$ cat src/rtl/slice_adder.sv
// Multi-cycle add/subtract unit: WIDTH-bit operands are summed SLICE bits per clock,
// LSB first, with the ripple carry held in a register between cycles.
module slice_adder #(
    parameter int WIDTH = 32,
    parameter int SLICE = 8
) (
    input  logic             Clk,
    input  logic             Reset,
    input  logic             Start,
    input  logic             Sub,
    input  logic             Signed,
    input  logic [WIDTH-1:0] A,
    input  logic [WIDTH-1:0] B,
    output logic             Busy,
    output logic             Done,
    output logic [WIDTH-1:0] Sum,
    output logic             Carry,
    output logic             Overflow
);

    localparam int N  = WIDTH / SLICE;
    localparam int CW = (N > 1) ? $clog2(N) : 1;

    typedef enum logic [1:0] {IDLE, RUN, DONE} state_t;

    state_t           state_q, state_d;
    logic [WIDTH-1:0] op_a_q, op_a_d;
    logic [WIDTH-1:0] op_b_q, op_b_d;
    logic [WIDTH-1:0] work_q, work_d;
    logic [WIDTH-1:0] sum_q, sum_d;
    logic [CW-1:0]    cnt_q, cnt_d;
    logic             cin_q, cin_d;
    logic             sub_q, sub_d;
    logic             signed_q, signed_d;
    logic             carry_q, carry_d;
    logic             ovf_q, ovf_d;

    logic [SLICE-1:0] slice_a, slice_b;
    logic [SLICE:0]   slice_res;
    logic             msb_cin;
    int               lsb;

    // The carry into the slice's top bit is recovered from its sum bit, which
    // gives the true carry into bit WIDTH-1 on the final slice.
    always_comb begin
        lsb       = SLICE * int'(cnt_q);
        slice_a   = op_a_q[lsb +: SLICE];
        slice_b   = op_b_q[lsb +: SLICE];
        slice_res = {1'b0, slice_a} + {1'b0, slice_b} + {{SLICE{1'b0}}, cin_q};
        msb_cin   = slice_res[SLICE-1] ^ slice_a[SLICE-1] ^ slice_b[SLICE-1];
    end

    always_comb begin
        state_d  = state_q;
        op_a_d   = op_a_q;
        op_b_d   = op_b_q;
        work_d   = work_q;
        sum_d    = sum_q;
        cnt_d    = cnt_q;
        cin_d    = cin_q;
        sub_d    = sub_q;
        signed_d = signed_q;
        carry_d  = carry_q;
        ovf_d    = ovf_q;

        case (state_q)
            IDLE, DONE: begin
                if (Start) begin
                    state_d  = RUN;
                    op_a_d   = A;
                    op_b_d   = Sub ? ~B : B;
                    cin_d    = Sub;
                    sub_d    = Sub;
                    signed_d = Signed;
                    cnt_d    = '0;
                end else if (state_q == DONE) begin
                    state_d = IDLE;
                end
            end
            RUN: begin
                work_d[lsb +: SLICE] = slice_res[SLICE-1:0];
                cin_d                = slice_res[SLICE];
                cnt_d                = cnt_q + CW'(1);
                // Results are published only as the last slice completes.
                if (cnt_q == CW'(N - 1)) begin
                    state_d = DONE;
                    sum_d   = work_d;
                    carry_d = slice_res[SLICE];
                    if (signed_q)
                        ovf_d = msb_cin ^ slice_res[SLICE];
                    else
                        ovf_d = sub_q ? ~slice_res[SLICE] : slice_res[SLICE];
                end
            end
            default: state_d = IDLE;
        endcase
    end

    always_ff @(posedge Clk) begin
        if (Reset) begin
            state_q  <= IDLE;
            op_a_q   <= '0;
            op_b_q   <= '0;
            work_q   <= '0;
            sum_q    <= '0;
            cnt_q    <= '0;
            cin_q    <= 1'b0;
            sub_q    <= 1'b0;
            signed_q <= 1'b0;
            carry_q  <= 1'b0;
            ovf_q    <= 1'b0;
        end else begin
            state_q  <= state_d;
            op_a_q   <= op_a_d;
            op_b_q   <= op_b_d;
            work_q   <= work_d;
            sum_q    <= sum_d;
            cnt_q    <= cnt_d;
            cin_q    <= cin_d;
            sub_q    <= sub_d;
            signed_q <= signed_d;
            carry_q  <= carry_d;
            ovf_q    <= ovf_d;
        end
    end

    assign Busy     = (state_q == RUN);
    assign Done     = (state_q == DONE);
    assign Sum      = sum_q;
    assign Carry    = carry_q;
    assign Overflow = ovf_q;

endmodule

$ cat config.mk
export PLATFORM = sky130hd
export DESIGN_NAME = slice_adder
export DESIGN_NICKNAME = d
export VERILOG_FILES = /design/src/rtl/slice_adder.sv
export SDC_FILE = /design/constraint.sdc
export NUM_CORES = 1
export LEC_CHECK = 0
export ABC_AREA = 1
export CAP_MARGIN = 20
export CORE_ASPECT_RATIO = 0.5
export CORE_MARGIN = 2
export CORE_UTILIZATION = 52
export CTS_BUF_LIST = sky130_fd_sc_hd__clkbuf_4 sky130_fd_sc_hd__clkbuf_8 sky130_fd_sc_hd__clkbuf_16
export DETAILED_ROUTE_END_ITERATION = 10
export DONT_BUFFER_PORTS = 1
export PLACE_DENSITY = 0.78
export SYNTH_ARGS = -nofsm -noshare
export SYNTH_HDL_FRONTEND = slang
export SYNTH_SLANG_ARGS = --single-unit
export TNS_END_PERCENT = 20
$ cat constraint.sdc
create_clock -name Clk -period 3.14 [get_ports Clk]
set_input_delay 0.471 -clock Clk [delete_from_list [all_inputs] [get_ports Clk]]
set_output_delay 0.471 -clock Clk [all_outputs]
set_load 0.02 [all_outputs]
==> flow_summary.ini <==
[sta]
tightest_slew_ns = 0.680
skew_ns = 0.00901
setup_viol = 0
fmax_mhz = 349
rsz0062_at_grt = false
period_minus_slack_ns = 2.87
slew_headroom_pct = 54.6
drv_slew = 0
timing_hold_violations_final = 0
post-route-period-util_pct = 91.3
tns_ns = 0

[cells_and_area]
fin_nets = 948
drive_gt1_share_pct = 6.16
seq_area_um2 = 2740
num_antenna_cells = 0
final_util_pct = 59.7
fin_area_um2 = 7170
stdcell_count = 1042
multi_input_area_um2 = 3060
syn2layout_area_growth_pct = 10.1
nFillCells = 1054

[pwr]
switchingPower_mw = 1.35
power_mw = 4.62
p_int_mw = 3.26
combPwrFrac_pct = 16.8
p_clk_share_pct = 41.5
seqPwrFrac_pct = 41.7
ir_worst_vdd_v = 0.000421
power.leakage_nw = 3.26
swShare_pct = 29.3
power.density_nw_per_um2 = 644

[detailed_routing]
ant_nets = 0
routedWlPerCell_um = 15.6
drt_iter0_drc = 600
via_per_inst = 5.63
routed_wl_um = 16200
dr.pass1.iters = 6
drc_errors = 0
route.vias.total = 5870

[yosys]
yosys_warnings = 0
synthArstFlopShare_pct = 0
synth_cell_types = 31
ys.flop_type = dfxtp_1
synth_seq_cells = 137
synth_top_cell_by_area = dfxtp_1
synth_edf_count = 0
avgSynthCellArea_um2 = 7.29
synthCells = 894
ys_seq_area_share_pct = 42.1
ys_top_cells_by_area = dfxtp_1 42%, o21ai_0 11%, inv_1 6.9%
syn-num-nets = 978
syn-cell-area_um2 = 6510
synth_most_common_cell = o21ai_0
ys_top_cells_by_count = 147 x o21ai_0, 137 x dfxtp_1, 120 x inv_1
synth_top_area_share_pct = 42.1

[worst_setup_path]
path_common_cell = inv_1
cp_max_fo = 44
worstRegToRegCells = 15
crit_slowest_cell = fa_1
startpoint_type = register
path_cells = buf_8 > o21ai_0 > o22ai_1 > fa_1 > inv_1 > fa_1 > inv_1 > nand4_1 > o211ai_1 > xnor2_1 > nor2_1 > nand3_1 > nand3_1 > nand2_1 > inv_1
path_class = register to register
max_stage_delay_ns = 0.42
crit_arrival_ns = 3.24
required_ns = 3.51
critPathCaptureType = register

[grt]
grt_max_degree = 57
grt_pass1_wl_um = 26600
grt_util_all_layers_pct = 24.5
overflow = 0
antenna_found_initial = 0
grt_pass1_vias = 5433

[placed_design]
dp_hpwl_um = 11100
place_congestion = 0.903
port_buffers = 0
postPlaceCellArea_um2 = 6590
dp.cells = 1010

[clock_network]
cts.clk_slew.worst_paths_ns = 0.06
cts_root_buf = clkbuf_16
clockBufferDepth = 2
htree_levels = 4
cts_tree = yes
cts_buffers = 17
clock_latency_ns = 0.42
cts_sinks = 137

[floorplanning]
rows = 28
core_area_um2 = 12000
dieArea_um2 = 13500
chipHeight_um = 83.2
die_w_um = 162
start_util_pct = 54.2
pin_count = 105

[run]
cap_violations = 0

[worst_hold_path]
hp-class = input port to register
hold_depth = 1

[status]
status = completed
[per-layer routing]
metal	track usage, %	vias up	share of wire [%]
li1	-	2864	-
met1	32.8	2737	45
met2	37.9	235	45
met3	7.04	34	8.6
met4	8.85	0	1.9
met5	0	-	0
[worst max-delay path, delay by kind of cell, from the launching register on]
family          cells  cell delay [ns]
simple gates        5             0.68
fa+ha+maj           2             0.66
compound gates      3             0.48
buf+inv             4             0.47
flops               1             0.40
xor+xnor            1             0.12
[timing repair]
action | CTS | global route
gates resized for setup | 0 | 7
hold buffers | 0 | 0
endpoints found under the setup margin | 0 | 9
setup buffers | 0 | 0
[kinds of logic (layout without fill, tap and decap cells)]
group	Yosys count	after routing	synth area share, %
AO/OA/AOI/OAI	298	298	25.3
XOR/XNOR	37	37	4.97
adder cells (fa/ha/maj)	15	15	3.11
buffers and inverters	186	169	11.0
flip-flops	137	137	42.1
AND/OR/NAND/NOR	221	221	13.6
[power by group through the flow]
stage	Sequential [mW]	Clock, mW	Combinational [mW]
2_1_floorplan	1.93	0	0.589
3_3_place_gp	1.95	0	0.719
3_5_place_dp	1.96	0	0.744
4_1_cts	1.92	1.92	0.755
5_1_grt	1.93	2.01	0.864
6_report	1.92	1.92	0.776
[metrics by stage]
step,hold slack [ns],worst slack [ns]
3_5_place_dp,0.470,0.283
6_report,0.112,0.272
3_3_place_gp,0.462,0.388
2_1_floorplan,0.450,0.448
4_1_cts,0.105,0.250
5_1_grt,0.106,0.0219
[flip-flops by register name (all words and copies together), names as in the netlist]
signal,count
Carry,1
op_a_q,32
cnt_q,2
work_q,32
Sum,32
Overflow,1
op_b_q,32
cin_q,1
state_q,2
signed_q,1
sub_q,1
[worst paths after layout]
path / start / end / slack (ns)
worst max-delay path: cnt_q[0] / work_q[14] / 0.27
worst min-delay path: Reset / Overflow / 0.11
worst max register to register: cnt_q[0] / work_q[14] / 0.27
worst min register to register: sub_q / sub_q / 0.48
[cell type report]
type / count / share of cell area, %
Inverter: 126 / 6.67
Multi-Input combinational cell: 571 / 42.6
Clock inverter: 13 / 1.64
Sequential cell: 137 / 38.3
Timing Repair Buffer: 11 / 1.61
Tap cell: 165 / 2.88
Clock buffer: 19 / 6.32
[placed cells by master, fill, tap and decap left out, drive strengths merged, types with 7 or more instances in the layout]
| cell | count |
|---|---|
| nand3 | 26 |
| inv | 129 |
| o21bai | 18 |
| nor2 | 105 |
| buf | 11 |
| xnor2 | 36 |
| dfxtp | 137 |
| o211ai | 11 |
| clkbuf | 19 |
| o22ai | 30 |
| o21a | 12 |
| clkinv | 7 |
| ha | 13 |
| nand2 | 86 |
| o21ai | 148 |
| a21oi | 74 |
(Power assumes the default switching activity.)
